===== config.mk =====
export PLATFORM = sky130hd
export DESIGN_NAME = sd_block_read
export DESIGN_NICKNAME = d
export VERILOG_FILES = /design/src/rtl/sd_block_read.sv
export SDC_FILE = /design/constraint.sdc
export NUM_CORES = 1
export LEC_CHECK = 0
export CORE_ASPECT_RATIO = 0.9
export CORE_MARGIN = 5
export CORE_UTILIZATION = 52
export DETAILED_ROUTE_END_ITERATION = 7
export PLACE_DENSITY = 0.81
export SYNTH_ARGS = -nofsm -noshare
export SYNTH_HDL_FRONTEND = slang
export SYNTH_SLANG_ARGS = --single-unit

===== constraint.sdc =====
create_clock -name SD_CLK -period 2.6 [get_ports SD_CLK]
set_clock_uncertainty 0.1 [all_clocks]
set_input_delay 0.26 -clock SD_CLK [delete_from_list [all_inputs] [get_ports SD_CLK]]
set_output_delay 0.26 -clock SD_CLK [all_outputs]
set_load 0.02 [all_outputs]

===== src/rtl/sd_block_read.sv =====
// rtl/sd_block_read.sv - SD SPI-mode CMD17 single-block reader
//
// Purpose: after card initialisation, issues READ_SINGLE_BLOCK (CMD17),
// checks R1, waits for the FE start token, and streams BLOCK_BYTES data
// bytes out one at a time. It then consumes the 16-bit CRC and releases the
// card with TAIL_CLKS idle clocks.
// Every flop is clocked on the falling edge of SD_CLK.
// Optional: define SD_RD_CRC_EN to check the received CRC16-CCITT
// (error code 5 on mismatch).
//
// Ports:
//   SD_CLK        in   sole clock (falling edge active)
//   rst_n         in   asynchronous active-low reset
//   init_o        in   card initialisation done
//   rd_req        in   one-cycle request pulse
//   rd_addr[31:0] in   CMD17 argument, latched on accept
//   SD_DATAOUT    in   card MISO
//   SD_CS         out  chip select, active low
//   SD_DATAIN     out  card MOSI
//   rd_busy       out  accept .. return to idle
//   rd_data[7:0]  out  received byte
//   rd_data_valid out  one-cycle strobe qualifying rd_data
//   rd_done       out  success pulse
//   rd_err        out  failure pulse
//   rd_err_code   out  failure cause, held until next accept
//                      (1 no R1, 2 bad R1, 3 no token, 4 init lost, 5 CRC)
module sd_block_read #(
  parameter int BLOCK_BYTES   = 512,
  parameter int RESP_TIMEOUT  = 80,
  parameter int TOKEN_TIMEOUT = 65535,
  parameter int TAIL_CLKS     = 8
) (
  input  logic        SD_CLK,
  input  logic        rst_n,
  input  logic        init_o,
  input  logic        rd_req,
  input  logic [31:0] rd_addr,
  input  logic        SD_DATAOUT,
  output logic        SD_CS,
  output logic        SD_DATAIN,
  output logic        rd_busy,
  output logic [7:0]  rd_data,
  output logic        rd_data_valid,
  output logic        rd_done,
  output logic        rd_err,
  output logic [2:0]  rd_err_code
);

  localparam int BCW = $clog2(BLOCK_BYTES) + 1;
  localparam logic [BCW-1:0] BYTE_LAST  = BCW'(BLOCK_BYTES - 1);
  localparam logic [15:0]    CMD_LAST   = 16'd47;
  localparam logic [15:0]    R1_LAST    = 16'(RESP_TIMEOUT - 1);
  localparam logic [15:0]    TOK_LAST   = 16'(TOKEN_TIMEOUT - 1);
  localparam logic [15:0]    CRC_LAST   = 16'd15;
  // The done/err pulse is registered one edge early so it is visible during
  // the last tail clock; the final edge then returns to idle.
  localparam logic [15:0]    TAIL_PULSE = 16'(TAIL_CLKS - 2);
  localparam logic [15:0]    TAIL_LAST  = 16'(TAIL_CLKS - 1);

  typedef enum logic [2:0] {
    S_IDLE, S_SEND_CMD, S_WAIT_R1, S_WAIT_TOK, S_RX_DATA, S_RX_CRC, S_ERROR, S_TAIL
  } state_t;

  state_t           state_q;
  logic [47:0]      cmd_q;
  logic [15:0]      cnt_q;
  logic [BCW-1:0]   byte_cnt_q;
  logic [2:0]       bit_q;
  logic [6:0]       shreg_q;     // only the 7 older bits are kept; the 8th is SD_DATAOUT
  logic             r1_on_q;     // R1 start bit has been seen
  logic             fail_q;
  logic [2:0]       err_pend_q;
  logic             cs_q, din_q, busy_q, valid_q, done_q, err_q;
  logic [7:0]       data_q;
  logic [2:0]       code_q;
`ifdef SD_RD_CRC_EN
  logic [15:0]      crc_q;
  logic [15:0]      crc_rx_q;
`endif

  assign SD_CS         = cs_q;
  assign SD_DATAIN     = din_q;
  assign rd_busy       = busy_q;
  assign rd_data       = data_q;
  assign rd_data_valid = valid_q;
  assign rd_done       = done_q;
  assign rd_err        = err_q;
  assign rd_err_code   = code_q;

  always_ff @(negedge SD_CLK or negedge rst_n) begin
    if (!rst_n) begin
      state_q    <= S_IDLE;
      cmd_q      <= '0;
      cnt_q      <= '0;
      byte_cnt_q <= '0;
      bit_q      <= '0;
      shreg_q    <= '0;
      r1_on_q    <= 1'b0;
      fail_q     <= 1'b0;
      err_pend_q <= '0;
      cs_q       <= 1'b1;
      din_q      <= 1'b1;
      busy_q     <= 1'b0;
      valid_q    <= 1'b0;
      done_q     <= 1'b0;
      err_q      <= 1'b0;
      data_q     <= '0;
      code_q     <= '0;
`ifdef SD_RD_CRC_EN
      crc_q      <= '0;
      crc_rx_q   <= '0;
`endif
    end else begin
      valid_q <= 1'b0;
      done_q  <= 1'b0;
      err_q   <= 1'b0;
      // Losing init aborts any active phase; the tail (and its entry) still runs out.
      if (state_q != S_IDLE && state_q != S_ERROR && state_q != S_TAIL && !init_o) begin
        err_pend_q <= 3'd4;
        din_q      <= 1'b1;
        state_q    <= S_ERROR;
      end else begin
        case (state_q)
          S_IDLE: begin
            if (rd_req && init_o) begin
              cmd_q   <= {8'h51, rd_addr, 8'hFF};
              busy_q  <= 1'b1;
              code_q  <= 3'd0;
              fail_q  <= 1'b0;
              cnt_q   <= '0;
              state_q <= S_SEND_CMD;
            end
          end
          S_SEND_CMD: begin
            cs_q  <= 1'b0;
            din_q <= cmd_q[47];
            cmd_q <= {cmd_q[46:0], 1'b1};
            if (cnt_q == CMD_LAST) begin
              cnt_q   <= '0;
              r1_on_q <= 1'b0;
              state_q <= S_WAIT_R1;
            end else begin
              cnt_q <= cnt_q + 16'd1;
            end
          end
          S_WAIT_R1: begin
            din_q <= 1'b1;
            if (!r1_on_q) begin
              if (!SD_DATAOUT) begin
                r1_on_q <= 1'b1;
                bit_q   <= 3'd1;
                shreg_q <= 7'h00;
              end else if (cnt_q == R1_LAST) begin
                err_pend_q <= 3'd1;
                state_q    <= S_ERROR;
              end else begin
                cnt_q <= cnt_q + 16'd1;
              end
            end else begin
              shreg_q <= {shreg_q[5:0], SD_DATAOUT};
              bit_q   <= bit_q + 3'd1;
              if (bit_q == 3'd7) begin
                if ({shreg_q, SD_DATAOUT} == 8'h00) begin
                  shreg_q <= 7'h7F;  // all-ones history so R1 bits cannot fake a token
                  cnt_q   <= '0;
                  state_q <= S_WAIT_TOK;
                end else begin
                  err_pend_q <= 3'd2;
                  state_q    <= S_ERROR;
                end
              end
            end
          end
          S_WAIT_TOK: begin
            shreg_q <= {shreg_q[5:0], SD_DATAOUT};
            if ({shreg_q, SD_DATAOUT} == 8'hFE) begin
              byte_cnt_q <= '0;
              bit_q      <= '0;
`ifdef SD_RD_CRC_EN
              crc_q      <= '0;
`endif
              state_q    <= S_RX_DATA;
            end else if (cnt_q == TOK_LAST) begin
              err_pend_q <= 3'd3;
              state_q    <= S_ERROR;
            end else begin
              cnt_q <= cnt_q + 16'd1;
            end
          end
          S_RX_DATA: begin
            shreg_q <= {shreg_q[5:0], SD_DATAOUT};
            bit_q   <= bit_q + 3'd1;
`ifdef SD_RD_CRC_EN
            crc_q   <= {crc_q[14:0], 1'b0} ^ ((crc_q[15] ^ SD_DATAOUT) ? 16'h1021 : 16'h0000);
`endif
            if (bit_q == 3'd7) begin
              data_q     <= {shreg_q, SD_DATAOUT};
              valid_q    <= 1'b1;
              byte_cnt_q <= byte_cnt_q + BCW'(1);
              if (byte_cnt_q == BYTE_LAST) begin
                cnt_q   <= '0;
                state_q <= S_RX_CRC;
              end
            end
          end
          S_RX_CRC: begin
`ifdef SD_RD_CRC_EN
            crc_rx_q <= {crc_rx_q[14:0], SD_DATAOUT};
`else
            shreg_q  <= {shreg_q[5:0], SD_DATAOUT};  // CRC bits are clocked in and dropped
`endif
            if (cnt_q == CRC_LAST) begin
`ifdef SD_RD_CRC_EN
              if ({crc_rx_q[14:0], SD_DATAOUT} != crc_q) begin
                code_q <= 3'd5;
                fail_q <= 1'b1;
              end
`endif
              cs_q    <= 1'b1;
              cnt_q   <= '0;
              state_q <= S_TAIL;
            end else begin
              cnt_q <= cnt_q + 16'd1;
            end
          end
          S_ERROR: begin
            code_q  <= err_pend_q;
            fail_q  <= 1'b1;
            cs_q    <= 1'b1;
            din_q   <= 1'b1;
            cnt_q   <= '0;
            state_q <= S_TAIL;
          end
          S_TAIL: begin
            if (cnt_q == TAIL_PULSE) begin
              if (fail_q) err_q  <= 1'b1;
              else        done_q <= 1'b1;
            end
            if (cnt_q == TAIL_LAST) begin
              busy_q  <= 1'b0;
              state_q <= S_IDLE;
            end else begin
              cnt_q <= cnt_q + 16'd1;
            end
          end
          default: state_q <= S_IDLE;
        endcase
      end
    end
  end

endmodule

==> flow_summary_export.csv, run 1 <==
group,metric,value,unit
drt,wl_per_cell,17.6,µm
cells_and_area,fillCellCount,675,
setup_path,criticalPathCategory,"in2reg",
timing,layout_setup_ws,-286,ps
floorplanning,coreArea,10200,µm²
drt,vias_per_cell,5.96,
power,p_leak,3.15,nW
drt,vias,4729,
grt,grt_pass1_wl,23000,µm
power,ir_worst_vdd,0.574,mV
power,design_power_total,7.11,mW
hold_path,hold_depth,1,
clocking,cts_tree,"yes",
timing,timing_hold_violations_final,0,
floorplanning,row_count,35,
drt,met1_length,5800,µm
drt,first_pass_iters,4,
setup_path,r2r_cells,7,
setup_path,r2r_end,"cnt_q[15]",
grt,grt_pass1_vias,4855,
clocking,numCtsBuffers,9,
cells_and_area,syn_to_final_growth,36.4,%
clocking,cts.sinks,109,
cells_and_area,mostFrequentLayoutCells,"dfrtn_1 (107), buf_4 (67), nand2_1 (63), nor2_1 (38), mux2i_1 (35)",
setup_path,r2r_setup_slack,-70,ps
cells_and_area,fin_nets,702,
setup_path,crit_fanout,4,
timing,worst_pin_slew,612,ps
cells_and_area,num_antenna_cells,0,
yosys,yosys_warnings,0,
clocking,cts_hold_buffers,0,
yosys,syn-num-nets,591,
yosys,synth_flop_cell,"dfrtn_1",
clocking,clk_latency,350,ps
hold_path,hp-class,"reg2reg",
yosys,synth-edff-count,0,
floorplanning,initial_core_util,52.8,%
timing,slew_viol_final,0,
setup_path,cp.arrival,1680,ps
yosys,ys_seq_area_share,50.9,%
grt,grt_overflow,0,
outcome,status,"finished, violations left",
place,dpl.hpwl,9100,µm
place,gp_congestion,0.940,
yosys,synth-async-reset-ratio,100,%
timing,slew_headroom,59.2,%
clocking,clk_path_buf_depth,2,
outcome,failed_checks,"negative setup slack",
drt,ant_nets,0,
drt,drc,0,
setup_path,cp-end-kind,"flip-flop",
drt,drt_iter0_drc,395,
clocking,cts_max_level,3,
floorplanning,die-area,12400,µm²
drt,routed_wl,13900,µm
timing,setup_violations,33,
place,io_buffer_count,53,
timing,whs,314,ps
floorplanning,io_pins,54,
setup_path,reg2reg_from,"cnt_q[9]",
hold_path,hold_start,"cmd_q[0]",
drt,dr_wl_met2,6970,µm
yosys,postSynthCellCount,548,
floorplanning,die_h,106,µm
grt,grt_max_degree,36,
power,p_per_area,972,nW/µm²
run,drv_cap,0,
cells_and_area,layout_commonest_cell,"dfrtn_1",
yosys,ys_ff_latch,109,
clocking,path_clk_slew,50,ps
yosys,synth_area_per_cell,9.79,µm²
yosys,synth_area,5360,µm²
floorplanning,dieWidth,117,µm
grt,antenna_found_initial,0,
drt,dr.max_layer_used,"met4",
yosys,synth_cell_types,58,
timing,rsz0062_at_grt,"yes",
setup_path,cp-start-kind,"input port",
clocking,cts.root.buffer_cell,"clkbuf_16",
drt,routed-wl-met3,789,µm
hold_path,min_to,"cmd_q[0]",
grt,grtUsageTotal,23.0,%
setup_path,required,1400,ps
cells_and_area,drive_above_1_share,28.2,%
## timing repair
action,CTS,global route
resized for setup,152,51
endpoints found under the setup margin,124,51
pin swaps,35,22
gates cloned,4,0
setup buffers,10,3
## cell type report
| type | instances | area (µm²) | share of cell area (%) |
|---|---|---|---|
| tap | 129 | 161 | 2.21 |
| multi-input combinational | 397 | 2880 | 39.3 |
| timing repair buffer | 126 | 1180 | 16.1 |
| sequential | 109 | 2730 | 37.3 |
| inverter | 14 | 52.6 | 0.718 |
| clock buffer | 10 | 250 | 3.42 |
| clock inverter | 8 | 66.3 | 0.906 |
## sequential cells by signal (all words and copies together) (netlist names)
register / cells
SD_CS: 1
SD_DATAIN: 1
bit_q: 3
byte_cnt_q: 10
cmd_q: 48
cnt_q: 16
err_pend_q: 3
fail_q: 1
r1_on_q: 1
rd_busy: 1
rd_data: 8
rd_data_valid: 1
rd_done: 1
rd_err: 1
rd_err_code: 3
shreg_q: 7
state_q: 3
## critical path, cell delays in order
cell      delay, ps
buf_8           100
nand4b_1        200
buf_4           190
nor2_4          100
a211o_1         140
o21ai_2          70
or4b_1          480
o211a_1         140
## logic make-up after synthesis
| group | after synthesis | share of synthesized area (%) |
|---|---|---|
| adder cells (fa/ha/maj) | 6 | 1.40 |
| flip-flops | 109 | 50.9 |
| XOR/XNOR | 9 | 1.47 |
| buffers and inverters | 43 | 3.20 |
| AND/OR/NAND/NOR | 197 | 18.6 |
| multiplexers | 43 | 8.21 |
| AO/OA/AOI/OAI | 141 | 16.3 |
## how the worst max path moves through the flow
stage	from	end	cells after the start
2_1_floorplan	init_o	cnt_q[4]	8
4_1_cts	SD_DATAOUT	state_q[2]	8
3_3_place_gp	SD_DATAOUT	byte_cnt_q[8]	7
6_report	SD_DATAOUT	state_q[2]	8
5_1_grt	SD_DATAOUT	state_q[2]	8
3_5_place_dp	SD_DATAOUT	byte_cnt_q[5]	7
## cell usage after synthesis (3+ instances only)
cell type | n | area share (%)
a21oi_1 | 14 | 1.3
a22o_1 | 4 | 0.65
a31oi_1 | 4 | 0.47
and2_1 | 4 | 0.47
and3_1 | 8 | 0.93
buf_2 | 5 | 0.47
clkbuf_1 | 20 | 1.4
dfrtn_1 | 107 | 50
ha_1 | 6 | 1.4
inv_1 | 15 | 1.0
mux2_2 | 8 | 1.7
mux2i_1 | 35 | 6.5
nand2_1 | 66 | 4.6
nand2b_1 | 7 | 0.82
nand3_1 | 17 | 1.6
nand4_1 | 11 | 1.3
nand4b_1 | 3 | 0.49
nor2_1 | 41 | 2.9
nor2b_1 | 7 | 0.82
nor3_1 | 9 | 0.84
nor4_1 | 4 | 0.47
o211ai_1 | 3 | 0.42
o21ai_0 | 71 | 6.6
o22a_1 | 10 | 1.6
o22ai_1 | 3 | 0.35
o31ai_1 | 12 | 1.7
or3_1 | 3 | 0.35
or4_4 | 3 | 0.63
xor2_1 | 9 | 1.5
## power by group
part / internal (mW) / leakage, nW / switching (mW)
sequential: 2.32 / 1.38 / 0.486
clock: 0.735 / 0.159 / 0.669
combinational: 1.32 / 1.62 / 1.58
## metal layers
| layer | vias to the layer above | GRT usage [%] |
|---|---|---|
| li1 | 2201 | - |
| met1 | 2334 | 30.0 |
| met4 | 0 | 7.78 |
| met5 | - | 0 |
| met3 | 41 | 4.78 |
| met2 | 153 | 37.7 |
## per-stage QoR
stage,TNS (ps),setup WS (ps),util [%],cells,cell area (µm²)
after global routing,-6660,-306,72.0,793,7320
after global placement,-82470,-1010,64.1,762,6510
after CTS,-4100,-239,69.7,793,7090
final,-5130,-286,72.0,793,7320
after detailed placement,-88340,-1090,64.1,762,6510
after floorplan,-13630,-396,-,548,5510
Note: power is estimated with default switching activity, not from simulation.
==> inputs of run 2 (changes only) <==
- RECOVER_POWER: default -> 50
==> run 2 against run 1 <==
The flow still finishes with violations (negative setup slack). Sequential share of layout area is 0.21 points higher. Hold slack better by 0.74 ps. Utilization is 0.41 points lower. Critical path type unchanged. Largest cell class unchanged. Largest power group unchanged.
==> flow_summary_export.csv, run 2 (synthesized netlist as in run 1, its figures left out) <==
group,metric,value,unit
outcome,status,"finished, violations left",
outcome,failed_checks,"negative setup slack",
cells_and_area,syn_to_final_growth,35.6,%
floorplanning,die_h,106,µm
setup_path,cp.arrival,1680,ps
clocking,cts.sinks,109,
cells_and_area,largest_reg_flops,48,
grt,grt_pass1_vias,4855,
setup_path,cp-start-kind,"input port",
timing,slew_headroom,50.2,%
grt,grt_max_degree,36,
grt,grt_overflow,0,
cells_and_area,mostFrequentLayoutCells,"dfrtn_1 (107), buf_4 (66), nand2_1 (63), nor2_1 (38), mux2i_1 (35)",
clocking,clk_path_buf_depth,2,
cells_and_area,fin_nets,702,
cells_and_area,top_regs,"cmd_q (48), cnt_q (16), byte_cnt_q (10)",
timing,worst_pin_slew,747,ps
setup_path,cp-startpoint,"SD_DATAOUT",
place,dpl.hpwl,9100,µm
grt,antenna_found_initial,0,
power,p_per_area,976,nW/µm²
clocking,cts_max_level,3,
floorplanning,dieWidth,117,µm
power,ir_worst_vdd,0.574,mV
timing,rsz0062_at_grt,"yes",
drt,ant_nets,0,
timing,timing_hold_violations_final,0,
timing,slew_viol_final,0,
drt,drt_iter0_drc,378,
drt,wl_per_cell,17.6,µm
floorplanning,io_pins,54,
clocking,cts_tree,"yes",
setup_path,reg2reg_from,"cnt_q[9]",
drt,first_pass_iters,5,
drt,vias_per_cell,5.99,
clocking,cts.root.buffer_cell,"clkbuf_16",
cells_and_area,drive_above_1_share,28.0,%
clocking,path_clk_slew,50,ps
cells_and_area,num_antenna_cells,0,
run,drv_cap,0,
setup_path,criticalPathCategory,"in2reg",
timing,setup_violations,34,
cells_and_area,final_cell_area,7270,µm²
setup_path,cp-end-kind,"flip-flop",
drt,drc,0,
floorplanning,initial_core_util,52.8,%
setup_path,crit_fanout,4,
hold_path,hold_start,"cmd_q[0]",
setup_path,required,1400,ps
grt,grtUsageTotal,23.0,%
floorplanning,row_count,35,
grt,grt_pass1_wl,23000,µm
cells_and_area,post-route-util,71.6,%
timing,layout_setup_ws,-284,ps
floorplanning,die-area,12400,µm²
cells_and_area,layout_commonest_cell,"dfrtn_1",
place,gp_congestion,0.940,
place,io_buffer_count,53,
drt,routed_wl,14000,µm
drt,vias,4752,
power,p_leak,3.13,nW
cells_and_area,fillCellCount,681,
place,placed_area,6510,µm²
clocking,clk_latency,350,ps
cells_and_area,regMostFlops,"cmd_q",
clocking,numCtsBuffers,9,
floorplanning,coreArea,10200,µm²
hold_path,hp-class,"reg2reg",
run 2: cell count changes in the layout (fill, tap and decap cells not counted), sizes merged:
cell    before  now
buf         93   89
clkbuf      10   14
run 2: stage by stage:
step                      power [mW]  setup TNS [ps]  cells  hold slack (ps)  setup WS, ps
after global routing            7.55           -6660    793              323          -306
final                           7.10           -5090    793              314          -284
after detailed placement        5.22          -88340    762              315         -1090
after global placement          5.07          -82470    762              314         -1010
after CTS                       6.93           -4100    793              319          -239
after floorplan                 4.31          -13630    548              296          -396
run 2: report_power, final:
group | total, mW | internal [mW] | switching (mW)
logic | 2.89 | 1.31 | 1.58
registers | 2.81 | 2.32 | 0.487
clock network | 1.40 | 0.735 | 0.669
total | 7.10 | 4.37 | 2.73
run 2: final timing paths:
path / slack (ps) / cells after the start / endpoint
worst max-delay path: -280 / 8 / state_q[2]
worst min-delay path: 310 / 1 / cmd_q[0]
worst max register to register: -80 / 7 / cnt_q[15]
worst min register to register: 310 / 1 / cmd_q[0]
max in group asynchronous: 330 / 2 / cmd_q[36]
min in group asynchronous: 1030 / 1 / cnt_q[10]
run 2: routing by layer:
layer | routed length, µm | global-route usage, % | vias up
li1 | - | - | 2205
met1 | 5820 | 30.0 | 2327
met2 | 6920 | 37.7 | 175
met3 | 796 | 4.78 | 45
met4 | 417 | 7.78 | 0
met5 | 0 | 0 | -
run 2: timing repair:
| item | in CTS | in global routing |
|---|---|---|
| hold buffers | 0 | 0 |
| cloned | 4 | 0 |
| endpoints found under the hold margin | 0 | 0 |
| buffers inserted | 10 | 3 |
| endpoints found under the setup margin | 124 | 51 |
| resized for setup | 152 | 51 |
| pin swaps | 35 | 22 |
run 2: layout make-up:
type                    count  area (µm²)  area share (%)
multi-input cells         397        2880            39.6
flip-flops and latches    109        2730            37.5
well taps                 129         161            2.22
clock buffers              10         250            3.44
clock inverters             8        66.3           0.912
repair buffers            126        1140            15.6
inverters                  14        52.6           0.722
run 2: worst max-delay path, stage by stage:
cell and delay (ps):
buf_8 100, nand4b_1 200, buf_4 190, nor2_4 100, a211o_1 140, o21ai_2 60, or4b_1 480, o211a_1 140
==> inputs of run 3 (changes only) <==
- SLEW_MARGIN: default -> 20
==> results of run 3 <==
The final DEF is identical to that of run 2; final timing and power are the same.
